--- config.mk ---
export PLATFORM = sky130hd
export DESIGN_NAME = iter_divider
export DESIGN_NICKNAME = d
export VERILOG_FILES = /design/src/rtl/iter_divider.sv
export SDC_FILE = /design/constraint.sdc
export NUM_CORES = 1
export LEC_CHECK = 0
export BUFFER_PORTS_ARGS = -buffer_cell sky130_fd_sc_hd__buf_2
export CAP_MARGIN = 25
export CORE_ASPECT_RATIO = 2
export CORE_MARGIN = 5
export CORE_UTILIZATION = 60
export CTS_CLUSTER_SIZE = 40
export DETAILED_ROUTE_END_ITERATION = 6
export GPL_TIMING_DRIVEN = 0
export PLACE_DENSITY = 0.79
export SLEW_MARGIN = 20
export SYNTH_ARGS = -nofsm -noshare
export SYNTH_HDL_FRONTEND = slang
export SYNTH_SLANG_ARGS = --single-unit
--- constraint.sdc ---
create_clock -name clk -period 7.15 [get_ports clk]
set_clock_uncertainty 0.05 [all_clocks]
set_input_delay 1.0725 -clock clk [delete_from_list [all_inputs] [get_ports clk]]
set_output_delay 1.0725 -clock clk [all_outputs]
set_load 0.05 [all_outputs]
--- src/rtl/iter_divider.sv ---
// iter_divider: multi-cycle radix-2 restoring divider serving the EX-stage
// divide handshake. It produces {remainder, quotient} for DIV/DIVU and holds
// the pipeline through stall until the result is ready or the op is annulled.
// Optional feature macro: DIVIDER_EARLY_EXIT_EN. When it is defined, an
// operation whose dividend magnitude is below the divisor magnitude completes
// straight away. Results are identical whether or not it is defined.
module iter_divider #(
    parameter int WIDTH = 32
) (
    input  logic               clk,
    input  logic               rst,
    input  logic               signed_div,
    input  logic [WIDTH-1:0]   opdata1,
    input  logic [WIDTH-1:0]   opdata2,
    input  logic               start,
    input  logic               annul,
    output logic [2*WIDTH-1:0] result,
    output logic               ready,
    output logic               stall
);
    localparam int CNT_W = $clog2(WIDTH) + 1;
    localparam logic [CNT_W-1:0] LAST_STEP = CNT_W'(WIDTH - 1);

    typedef enum logic [1:0] {
        S_IDLE     = 2'd0,
        S_DIV_ZERO = 2'd1,
        S_ON       = 2'd2,
        S_END      = 2'd3
    } state_t;

    state_t             r_state;
    logic [CNT_W-1:0]   r_cnt;
    logic [WIDTH-1:0]   r_dvs;
    logic [WIDTH-1:0]   r_rem;
    logic [WIDTH-1:0]   r_quo;
    logic               r_qsign;
    logic               r_rsign;
    logic [2*WIDTH-1:0] r_result;

    logic               w_s1;
    logic               w_s2;
    logic [WIDTH-1:0]   w_mag1;
    logic [WIDTH-1:0]   w_mag2;
    logic               w_accept;
    logic               w_early;
    logic [WIDTH-1:0]   w_shifted;
    logic               w_ge;
    logic [WIDTH-1:0]   w_rem_next;
    logic [WIDTH-1:0]   w_quo_next;
    logic [WIDTH-1:0]   w_quo_fix;
    logic [WIDTH-1:0]   w_rem_fix;

    // Two's complement negation when n is set, pass-through otherwise.
    function automatic logic [WIDTH-1:0] negate_if(input logic [WIDTH-1:0] v,
                                                   input logic n);
        return n ? ({WIDTH{1'b0}} - v) : v;
    endfunction

    // Operand signs only matter for DIV; magnitudes feed the unsigned core.
    assign w_s1   = signed_div & opdata1[WIDTH-1];
    assign w_s2   = signed_div & opdata2[WIDTH-1];
    assign w_mag1 = negate_if(opdata1, w_s1);
    assign w_mag2 = negate_if(opdata2, w_s2);

    assign w_accept = (r_state == S_IDLE) & start & ~annul;

`ifdef DIVIDER_EARLY_EXIT_EN
    assign w_early = (w_mag1 < w_mag2);
`else
    assign w_early = 1'b0;
`endif

    // One restoring step. The shifted partial remainder is WIDTH+1 bits wide;
    // a set top bit means it already exceeds any divisor, and the low WIDTH
    // bits of the difference are exact because the true result is < divisor.
    assign w_shifted  = {r_rem[WIDTH-2:0], r_quo[WIDTH-1]};
    assign w_ge       = r_rem[WIDTH-1] | (w_shifted >= r_dvs);
    assign w_rem_next = w_ge ? (w_shifted - r_dvs) : w_shifted;
    assign w_quo_next = {r_quo[WIDTH-2:0], w_ge};

    // Sign fixups: quotient takes s1^s2, remainder follows the dividend.
    assign w_quo_fix = negate_if(r_quo, r_qsign);
    assign w_rem_fix = negate_if(r_rem, r_rsign);

    // Completion is visible in the END cycle itself; the held copy in
    // r_result takes over from the following cycle.
    assign ready  = (r_state == S_END) & ~annul;
    assign result = ready ? {w_rem_fix, w_quo_fix} : r_result;
    assign stall  = w_accept | (r_state == S_DIV_ZERO) | (r_state == S_ON)
                  | ((r_state == S_END) & annul);

    // Divider control FSM together with the operand/remainder datapath.
    always_ff @(posedge clk or negedge rst) begin
        if (!rst) begin
            r_state  <= S_IDLE;
            r_cnt    <= '0;
            r_dvs    <= '0;
            r_rem    <= '0;
            r_quo    <= '0;
            r_qsign  <= 1'b0;
            r_rsign  <= 1'b0;
            r_result <= '0;
        end else begin
            case (r_state)
                S_IDLE: begin
                    if (w_accept) begin
                        r_cnt <= '0;
                        if (opdata2 == '0) begin
                            // Divide by zero yields a fixed all-zero result.
                            r_state <= S_DIV_ZERO;
                            r_rem   <= '0;
                            r_quo   <= '0;
                            r_qsign <= 1'b0;
                            r_rsign <= 1'b0;
                        end else if (w_early) begin
                            r_state <= S_END;
                            r_rem   <= w_mag1;
                            r_quo   <= '0;
                            r_qsign <= w_s1 ^ w_s2;
                            r_rsign <= w_s1;
                        end else begin
                            r_state <= S_ON;
                            r_rem   <= '0;
                            r_quo   <= w_mag1;
                            r_dvs   <= w_mag2;
                            r_qsign <= w_s1 ^ w_s2;
                            r_rsign <= w_s1;
                        end
                    end
                end
                S_DIV_ZERO: begin
                    r_state <= S_END;
                end
                S_ON: begin
                    if (annul | ~start) begin
                        r_state <= S_IDLE;
                    end else begin
                        r_rem <= w_rem_next;
                        r_quo <= w_quo_next;
                        r_cnt <= r_cnt + 1'b1;
                        if (r_cnt == LAST_STEP) begin
                            r_state <= S_END;
                        end
                    end
                end
                S_END: begin
                    if (!annul) begin
                        r_result <= {w_rem_fix, w_quo_fix};
                    end
                    r_state <= S_IDLE;
                end
                default: begin
                    r_state <= S_IDLE;
                end
            endcase
        end
    end

endmodule

==> results.md, run 1 <==
- Grt peak-use layer: met2
- Io pins: 135
- Crit path max fanout: 6
- CP Data Required Time: 6.03 ns
- Vias/cell: 6.069
- Max Slew Vio Count: 0
- Final setup TNS: 0 ns
- Cts repair resizes: 0
- Total gr overflow: 0
- RSZ-0062 raised after global routing: false
- Layout area overhead: 14.45%
- Max cap viols: 0
- Fin Hold WS: 0.4329 ns
- Crit-path most repeated cell: nand2_1
- Startpoint types: flop
- Setup ws final: 2.099 ns
- Clock Path Buffers: 2
- Initial Util: 60.81%
- DRC: 0
- Syn Std Cell Area: 11080 um2
- VDD IR max: 127.7 uV
- Least-Margin Pin Slew: 1.024 ns
- CP arrival: 3.93 ns
- Crit-path slowest cell: nor4_1
- Clk root buf: clkbuf_16
- Final Power: 2737 uW
- Synth Flop Type: dfrtp_1
- Final setup violation count: 0
- Critical path startpoint: r_rem[4]
- Port bufs: 134
- Status: finished clean
- Post-Place Worst Slack: 2.687 ns
- Core ar.: 18220 um2
- Period Utilization, post-route: 70.65%
- CTS buffer count: 17
- TritonRoute pass-1 iters: 5
- Tmin final: 5.051 ns
- Drt total wl: 32380 um
- Hold Vio Cnt, Final: 0
- Achievable Freq: 0.1980 GHz
- Sequential share of the synthesized area: 38.40%
- Leakage power: 0.005811 uW
- Worst skew pair latency: 0.44 ns
- GRT Total Usage: 30.66%
- Die W: 106.1 um
- Hold-fix buffers, CTS: 0
- Inserted Diodes: 0
- Die Area: 21450 um2
- GRT met1 Usage: 29.32%
- Commonest non-fill, non-tap cells in the layout: nand2_1 (183), dfrtp_1 (170), o21ai_0 (163)
- Layout cell share with drive strength beyond 1: 12.64%
- Mapped Cells: 1320
- Synthesized area per cell: 8.393 um2
- Commonest non-fill, non-tap cell in the layout: nand2_1
- Htree depth: 4
- Post-synth EDFFs: 0
- Initial DRC count: 675
- Post-route ant nets: 0
- Die height: 202.2 um
- Rel. slew slack: 31.21%
- Clock Pin Slew Worst Setup and Hold Paths: 0.06 ns
- Vias: 10.34k
- Critical R2R Launch: r_rem[13]
- P per Cell Area: 215.9 nW/um2
- Min-delay src: r_result[34]
- CTS sink cnt: 170
- Global-route wire length before repair: 51830 um
- Nets@finish: 1581
- Critical Path Max Stage Delay: 0.72 ns
- FF-to-FF setup slack: 3.40 ns
- FP Rows: 70
- Post-detail-place hpwl: 25390 um
- Hold Crit Class: reg -> reg
- FFs w/ async S/R, synth: 100.0%
- Routing usage on met3: 3.771%
- Vias in the first global route: 10.64k
- Avg WL per Cell: 19.01 um
- Yosys warns: 0
- Worst-path cell chain: nor4_1, nand2_1, o31a_1, a21oi_1, nand2_1, a21oi_1, nand2_1, xnor2_1, o21ai_0, buf_2
- Worst setup EP type: output port
- Fill count: 1560
- Global routing usage on met2: 58.24%
- Syn_nets: 1427
- Post-CTS Repair Setup Buffers: 0
- Pin count of the biggest net entering global routing: 93
- Crit Path Class: reg -> out
- Flops & latches, synth: 170
- TritonCTS clock tree: yes
- Unique masters post-synth: 64
- Initial antenna violation count: 0
- Gp weighted congestion: 0.9495
## critical path: cells and delay by family, from the launching register on
kind | cells | cell delay, ns
flops | 1 | 0.46
xor+xnor | 1 | 0.13
buf+inv | 1 | 0.34
compound gates | 4 | 1.31
simple gates | 4 | 1.23
## registers in the layout, summed over array words and instances, names as in the netlist
name	cells
r_qsign	1
r_state	2
r_rsign	1
r_quo	32
r_dvs	32
r_rem	32
r_result	64
r_cnt	6
## Yosys cell counts (3+ instances only)
library cell / n / share of area (%)
nor4_1: 12 / 0.68
or3_1: 14 / 0.79
a21oi_1: 70 / 3.2
o41ai_1: 13 / 1.0
a2bb2oi_1: 3 / 0.24
o31ai_1: 16 / 1.1
xnor2_1: 56 / 4.4
mux2i_1: 24 / 2.2
buf_2: 5 / 0.23
or4_1: 10 / 0.68
inv_1: 54 / 1.8
a221o_1: 10 / 0.90
a221oi_1: 32 / 2.5
and2_1: 13 / 0.73
nor2_1: 129 / 4.4
o21bai_1: 3 / 0.20
dfrtp_1: 170 / 38
nand2b_1: 10 / 0.56
nor3_1: 24 / 1.1
nor2b_1: 7 / 0.40
ha_1: 37 / 4.2
nand2_1: 183 / 6.2
nand3_1: 26 / 1.2
nand4_1: 6 / 0.34
a21boi_0: 5 / 0.34
a31oi_1: 6 / 0.34
clkbuf_1: 59 / 2.0
and3_1: 4 / 0.23
a22o_1: 4 / 0.32
a21o_1: 11 / 0.75
xor2_1: 91 / 7.2
nand3b_1: 6 / 0.41
buf_4: 4 / 0.27
o21ai_0: 163 / 7.4
## cell type report
type | count | area [um2] | area share (%)
clock buffers | 22 | 474.2 | 3.740
plain buffers | 72 | 306.5 | 2.418
clock inverters | 10 | 141.4 | 1.115
multi-input cells | 1024 | 6321 | 49.86
repair buffers | 135 | 708.2 | 5.586
well taps | 216 | 270.3 | 2.132
inverters | 54 | 202.7 | 1.599
flip-flops and latches | 170 | 4254 | 33.55
## routing by layer
metal  vias up  share of wire [%]
met1      4843                 33
met3       145                4.2
met5         -                  0
met4         0                7.2
met2       397                 56
li1       4950                  -
## power breakdown
group / total, uW / switching, uW / internal, uW
Combinational: 647 / 421 / 226
Clock: 972 / 394 / 578
Sequential: 1120 / 70.1 / 1050
Total: 2740 / 886 / 1850
## kinds of logic after synthesis
kind of cell / share of synthesized area [%]
DFF: 38.40
muxes: 2.270
adders and majority gates: 4.360
AOI/OAI and AO/OA: 19.92
and+or+nand+nor: 18.83
buffers and inverters: 4.597
xor gates and xnor gates: 11.62
## metrics by stage
| stage | utilization, % | instance area (um2) | cells |
|---|---|---|---|
| floorplan | - | 11080 | 1320 |
| detailed placement | 66.22 | 12060 | 1671 |
| global placement | 65.98 | 12020 | 1670 |
| finish | 69.59 | 12680 | 1703 |
| CTS | 69.59 | 12680 | 1703 |
| global route | 69.59 | 12680 | 1703 |
## path summary, 6_finish.rpt
check                                     to  cells after the start
min in group asynchronous       r_result[28]                      1
max in group asynchronous          r_rem[27]                      2
worst min register to register  r_result[34]                      2
worst max register to register     r_rem[15]                     13
worst min-delay path            r_result[34]                      2
worst max-delay path              result[58]                     10
Note: power is estimated with default switching activity, not from simulation.
==> inputs of run 2 (changes only) <==
CORE_UTILIZATION = 59   (was 60)
PLACE_DENSITY = 0.78   (was 0.79)
clock period = 5.05 ns   (was 7.15 ns; I/O delays follow)
==> results.md, run 2 (synthesis gave the netlist of run 1 again) <==
- P per Cell Area: 297.7 nW/um2
- Top Metal Used: met4
- Worst setup EP type: output port
- VDD IR max: 227.7 uV
- Status: finished clean
- Achievable Freq: 0.2143 GHz
- Crit path max fanout: 5
- CTS buffer count: 17
- Commonest non-fill, non-tap cell in the layout: nand2_1
- Clock Pin Slew Worst Setup and Hold Paths: 0.06 ns
- Worst-case reg-to-reg path depth: 12
- Placed Cells: 1674
- Crit Path Class: reg -> out
- Htree depth: 4
- Max cap viols: 0
- Max Slew Vio Count: 0
- Gp weighted congestion: 0.9957
- Final setup TNS: 0 ns
- Inserted Diodes: 0
- FP Rows: 71
- Post-route ant nets: 0
- Post-detail-place hpwl: 25420 um
- Commonest non-fill, non-tap cells in the layout: nand2_1 (183), dfrtp_1 (170), o21ai_0 (163)
- Rel. slew slack: 43.83%
- Sw Ratio: 32.91%
- Nets@finish: 1582
- Vias/cell: 6.079
- Hold Crit Class: in -> async
- Avg WL per Cell: 19.15 um
- Layout area overhead: 13.84%
- Io pins: 135
- Post-Place Worst Slack: 0.8802 ns
- CTS sink cnt: 170
- Vias in the first global route: 10.81k
- Clk root buf: clkbuf_16
- Die height: 203.8 um
- Internal Power: 2519 uW
- Clock share of power: 33.4%
- Max reg flops: 64
- Switching power total: 1236 uW
- TritonRoute pass-1 iters: 7
- Final setup violation count: 0
- Worst skew pair latency: 0.44 ns
- Period Utilization, post-route: 92.41%
- CP Data Required Time: 4.24 ns
- Layout cell share with drive strength beyond 1: 12.46%
- Logic pwr share: 24.4%
- Clock Path Buffers: 2
- Hold-fix buffers, CTS: 0
- Pin count of the biggest net entering global routing: 91
- Total gr overflow: 0
- CP arrival: 3.86 ns
- WL met1: 10860 um
- Least-Margin Pin Slew: 0.8309 ns
- Cts repair resizes: 0
- Initial Util: 59.38%
- Startpoint types: flop
- Port bufs: 134
- Fin util: 67.60%
- Setup ws final: 0.3834 ns
- Post-CTS Repair Setup Buffers: 0
- Initial DRC count: 639
- Hold Vio Cnt, Final: 0
- DRC: 0
- Register share of total power: 42.2%
- GRT Total Usage: 30.47%
- Global-route wire length before repair: 52260 um
- Metal2 WL: 18260 um
- Most flops, register: r_result
- Initial antenna violation count: 0
- Leakage power: 0.005789 uW
- RSZ-0062 raised after global routing: false
- Vias: 10.36k
- Final Power: 3755 uW
- Drt total wl: 32630 um
- Core ar.: 18660 um2
- Die W: 106.9 um
- TritonCTS clock tree: yes
- Fill count: 1585
- Tmin final: 4.667 ns
- Met3 WL: 1269 um
- Final Non-Filler Cells: 1704
- Die Area: 21780 um2
run 2: cell types whose count changed in the layout (fill, tap and decap cells not counted):
cell,change
clkbuf_8,-3
clkinv_2,+3
clkinvlp_4,-2
buf_2,+1
bufinv_16,-1
clkbuf_1,+1
clkinv_4,-1
run 2: critical path: stages, from the launching register on:
cell     delay [ns]
dfrtp_1        0.47
nor4_1         0.70
nand2_1        0.22
o31a_1         0.33
a21oi_1        0.37
nand2_1        0.18
a21oi_1        0.29
nand2_1        0.11
xnor2_1        0.15
o21ai_0        0.28
buf_2          0.33
run 2: power by group through the flow:
stage          sequential (uW)  combinational [uW]  clock [uW]
3_3_place_gp              1600                 879           0
6_report                  1590                 917        1250
5_1_grt                   1600                1010        1300
4_1_cts                   1580                 913        1250
2_1_floorplan             1580                 653           0
3_5_place_dp              1610                 906           0
run 2: layout make-up:
| type | instances | area, um2 | area share, % |
|---|---|---|---|
| plain buffers | 72 | 306.5 | 2.431 |
| clock buffers | 20 | 436.7 | 3.463 |
| clock inverters | 9 | 102.6 | 0.8136 |
| inverters | 54 | 202.7 | 1.607 |
| multi-input cells | 1024 | 6321 | 50.12 |
| flip-flops and latches | 170 | 4254 | 33.73 |
| well taps | 219 | 274.0 | 2.173 |
| repair buffers | 136 | 713.2 | 5.655 |
run 2: stage by stage:
step,hold slack (ns),area [um2]
finish,0.2260,12610
global route,0.2939,12610
CTS,0.2721,12610
detailed placement,0.4235,12070
global placement,0.4157,12020
floorplan,0.4119,11080
run 2: final timing paths:
kind / end / slack (ns) / start
max: result[58] / 0.38 / r_rem[5]
min: r_result[28] / 0.23 / rst
max reg2reg: r_rem[12] / 1.18 / r_rem[10]
min reg2reg: r_result[17] / 0.44 / r_result[17]
max in group asynchronous: r_dvs[29] / 3.88 / rst
min in group clk: r_result[17] / 0.44 / r_result[17]
run 2: metal layers:
metal,vias up,track usage [%]
met1,4940,29.19
met4,0,21.31
li1,4934,-
met5,-,0
met2,339,58.66
met3,145,3.199
==> inputs of run 3 (changes only) <==
--- a/config.mk
+++ b/config.mk
@@ -19,2 +19,3 @@
 export SYNTH_HDL_FRONTEND = slang
 export SYNTH_SLANG_ARGS = --single-unit
+export TNS_END_PERCENT = 1
==> constraint.sdc (replaced) <==
create_clock -name clk -period 5.05 [get_ports clk]
set_clock_uncertainty 0.05 [all_clocks]
set_input_delay 0 -clock clk [delete_from_list [all_inputs] [get_ports clk]]
set_output_delay 0 -clock clk [all_outputs]
set_load 0.05 [all_outputs]
==> results.md, run 3 (synthesis gave the netlist of run 1 again) <==
- Status: complete, but fails checks
- Failing checks: hold timing
- Global-route wire length before repair: 53650 um
- GRT met1 Usage: 29.57%
- Crit path max fanout: 5
- Vias: 10.65k
- Placed Cells: 1674
- GRT Total Usage: 31.17%
- CTS sink cnt: 170
- Critical Path Max Stage Delay: 0.68 ns
- Max Slew Vio Count: 0
- Startpoint types: flop
- Clock Pin Slew Worst Setup and Hold Paths: 0.06 ns
- Rel. slew slack: 41.56%
- CP Data Required Time: 5.00 ns
- Max reg flops: 64
- Crit path buf inv count: 1
- Worst setup EP type: output port
- Fin Hold WS: -0.002871 ns
- Layout area overhead: 19.17%
- Hold Crit Class: in -> reg
- Least-Margin Pin Slew: 0.8691 ns
- Avg WL per Cell: 18.92 um
- Vias in the first global route: 11.23k
- Top delay family on crit path: compound AO/OA/AOI/OAI gates
- Cts repair resizes: 0
- DRC: 0
- TritonCTS clock tree: yes
- Total gr overflow: 0
- Worst-path cell chain: nor4_1, nand2_1, o31a_1, a21oi_1, nand2_1, a21oi_1, nand2_1, xnor2_1, o21ai_0, buf_2
- TritonRoute pass-1 iters: 5
- RSZ-0062 raised after global routing: false
- CTS buffer count: 17
- Area of the multi-input gates: 6321 um2
- P per Cell Area: 287.6 nW/um2
- Initial antenna violation count: 0
- Die W: 106.9 um
- Achievable Freq: 0.2555 GHz
- Die Area: 21780 um2
- Layout cell share with drive strength beyond 1: 11.98%
- Crit-path most repeated cell: nand2_1
- Crit Path Class: reg -> out
- Port bufs: 134
- Final setup TNS: 0 ns
- Grt peak-use layer: met2
- Nets@finish: 1641
- Initial DRC count: 623
- Period Utilization, post-route: 77.50%
- Post-detail-place hpwl: 25420 um
- Worst skew pair latency: 0.43 ns
- VDD IR max: 224.2 uV
- Gp weighted congestion: 0.9957
- Final Non-Filler Cells: 1763
- Max cap viols: 0
- Die height: 203.8 um
- Fill count: 1504
- Leakage power: 0.006034 uW
- Commonest non-fill, non-tap cells in the layout: nand2_1 (183), dfrtp_1 (170), o21ai_0 (163)
- Tmin final: 3.914 ns
- Post-CTS Repair Setup Buffers: 0
- Io pins: 135
- Post-route ant nets: 0
- Drt total wl: 33350 um
- Commonest non-fill, non-tap cell in the layout: nand2_1
- Hold Vio Cnt, Final: 1
- Routing usage on met3: 3.168%
- Hold-fix buffers, CTS: 59
- Inserted Diodes: 0
- Htree depth: 4
- Pin count of the biggest net entering global routing: 91
- CP arrival: 3.86 ns
- Vias/cell: 6.040
- Crit-path slowest cell: nor4_1
- Core ar.: 18660 um2
- Final setup violation count: 0
- FF+latch area: 4254 um2
- Global routing usage on met2: 60.14%
- FP Rows: 71
- Clk root buf: clkbuf_16
- Initial Util: 59.38%
- Most flops, register: r_result
- Clock Path Buffers: 2
==> run 3: changes by cell type in the layout (fill, tap and decap cells not counted) <==
cell | previous run | this run
dlygate4sd3_1 | 0 | 59
==> run 3: worst min-delay path, cell delays in order <==
cell and delay [ns]:
buf_2 0.12, xor2_1 0.14, a221oi_1 0.09, nor2_1 0.09
==> run 3: metrics by stage <==
step | area, um2 | utilization, % | power [uW] | worst slack, ns
floorplan | 11080 | - | 2231 | 1.096
global placement | 12020 | 64.45 | 2479 | 1.358
detailed placement | 12070 | 64.68 | 2512 | 1.309
CTS | 13200 | 70.74 | 3785 | 1.168
global route | 13200 | 70.76 | 3960 | 0.9598
finish | 13200 | 70.76 | 3796 | 1.136
==> run 3: per-layer routing <==
layer / up-vias / share of wire (%) / routed length, um
met5: - / 0 / 0
met2: 390 / 56 / 18650
met4: 0 / 7.1 / 2369
met3: 155 / 3.9 / 1295
met1: 5052 / 33 / 11040
li1: 5052 / - / -
==> run 3: final cells by class <==
class	instances	area share, %
flip-flops and latches	170	32.22
well taps	219	2.076
multi-input cells	1024	47.88
clock inverters	9	0.7772
inverters	54	1.535
repair buffers	195	9.876
clock buffers	20	3.308
plain buffers	72	2.322
==> run 3: path summary, 6_finish.rpt <==
| path | from | end | slack, ns | cells after the start |
|---|---|---|---|---|
| hold reg to reg | r_result[10] | r_result[10] | 0.43 | 2 |
| hold / removal | opdata1[5] | r_quo[5] | -0.003 | 4 |
| setup reg to reg | r_rem[10] | r_rem[6] | 1.21 | 12 |
| min in group asynchronous | rst | r_result[28] | 0.07 | 2 |
| max in group asynchronous | rst | r_dvs[28] | 4.03 | 3 |
| setup / recovery | r_rem[5] | result[58] | 1.14 | 10 |
==> run 3: report_power, final <==
group	total (uW)	leakage, uW	switching, uW	internal [uW]
Sequential	1590	0.00207	102	1480
Combinational	958	0.00370	607	351
Clock	1250	0.000269	536	717
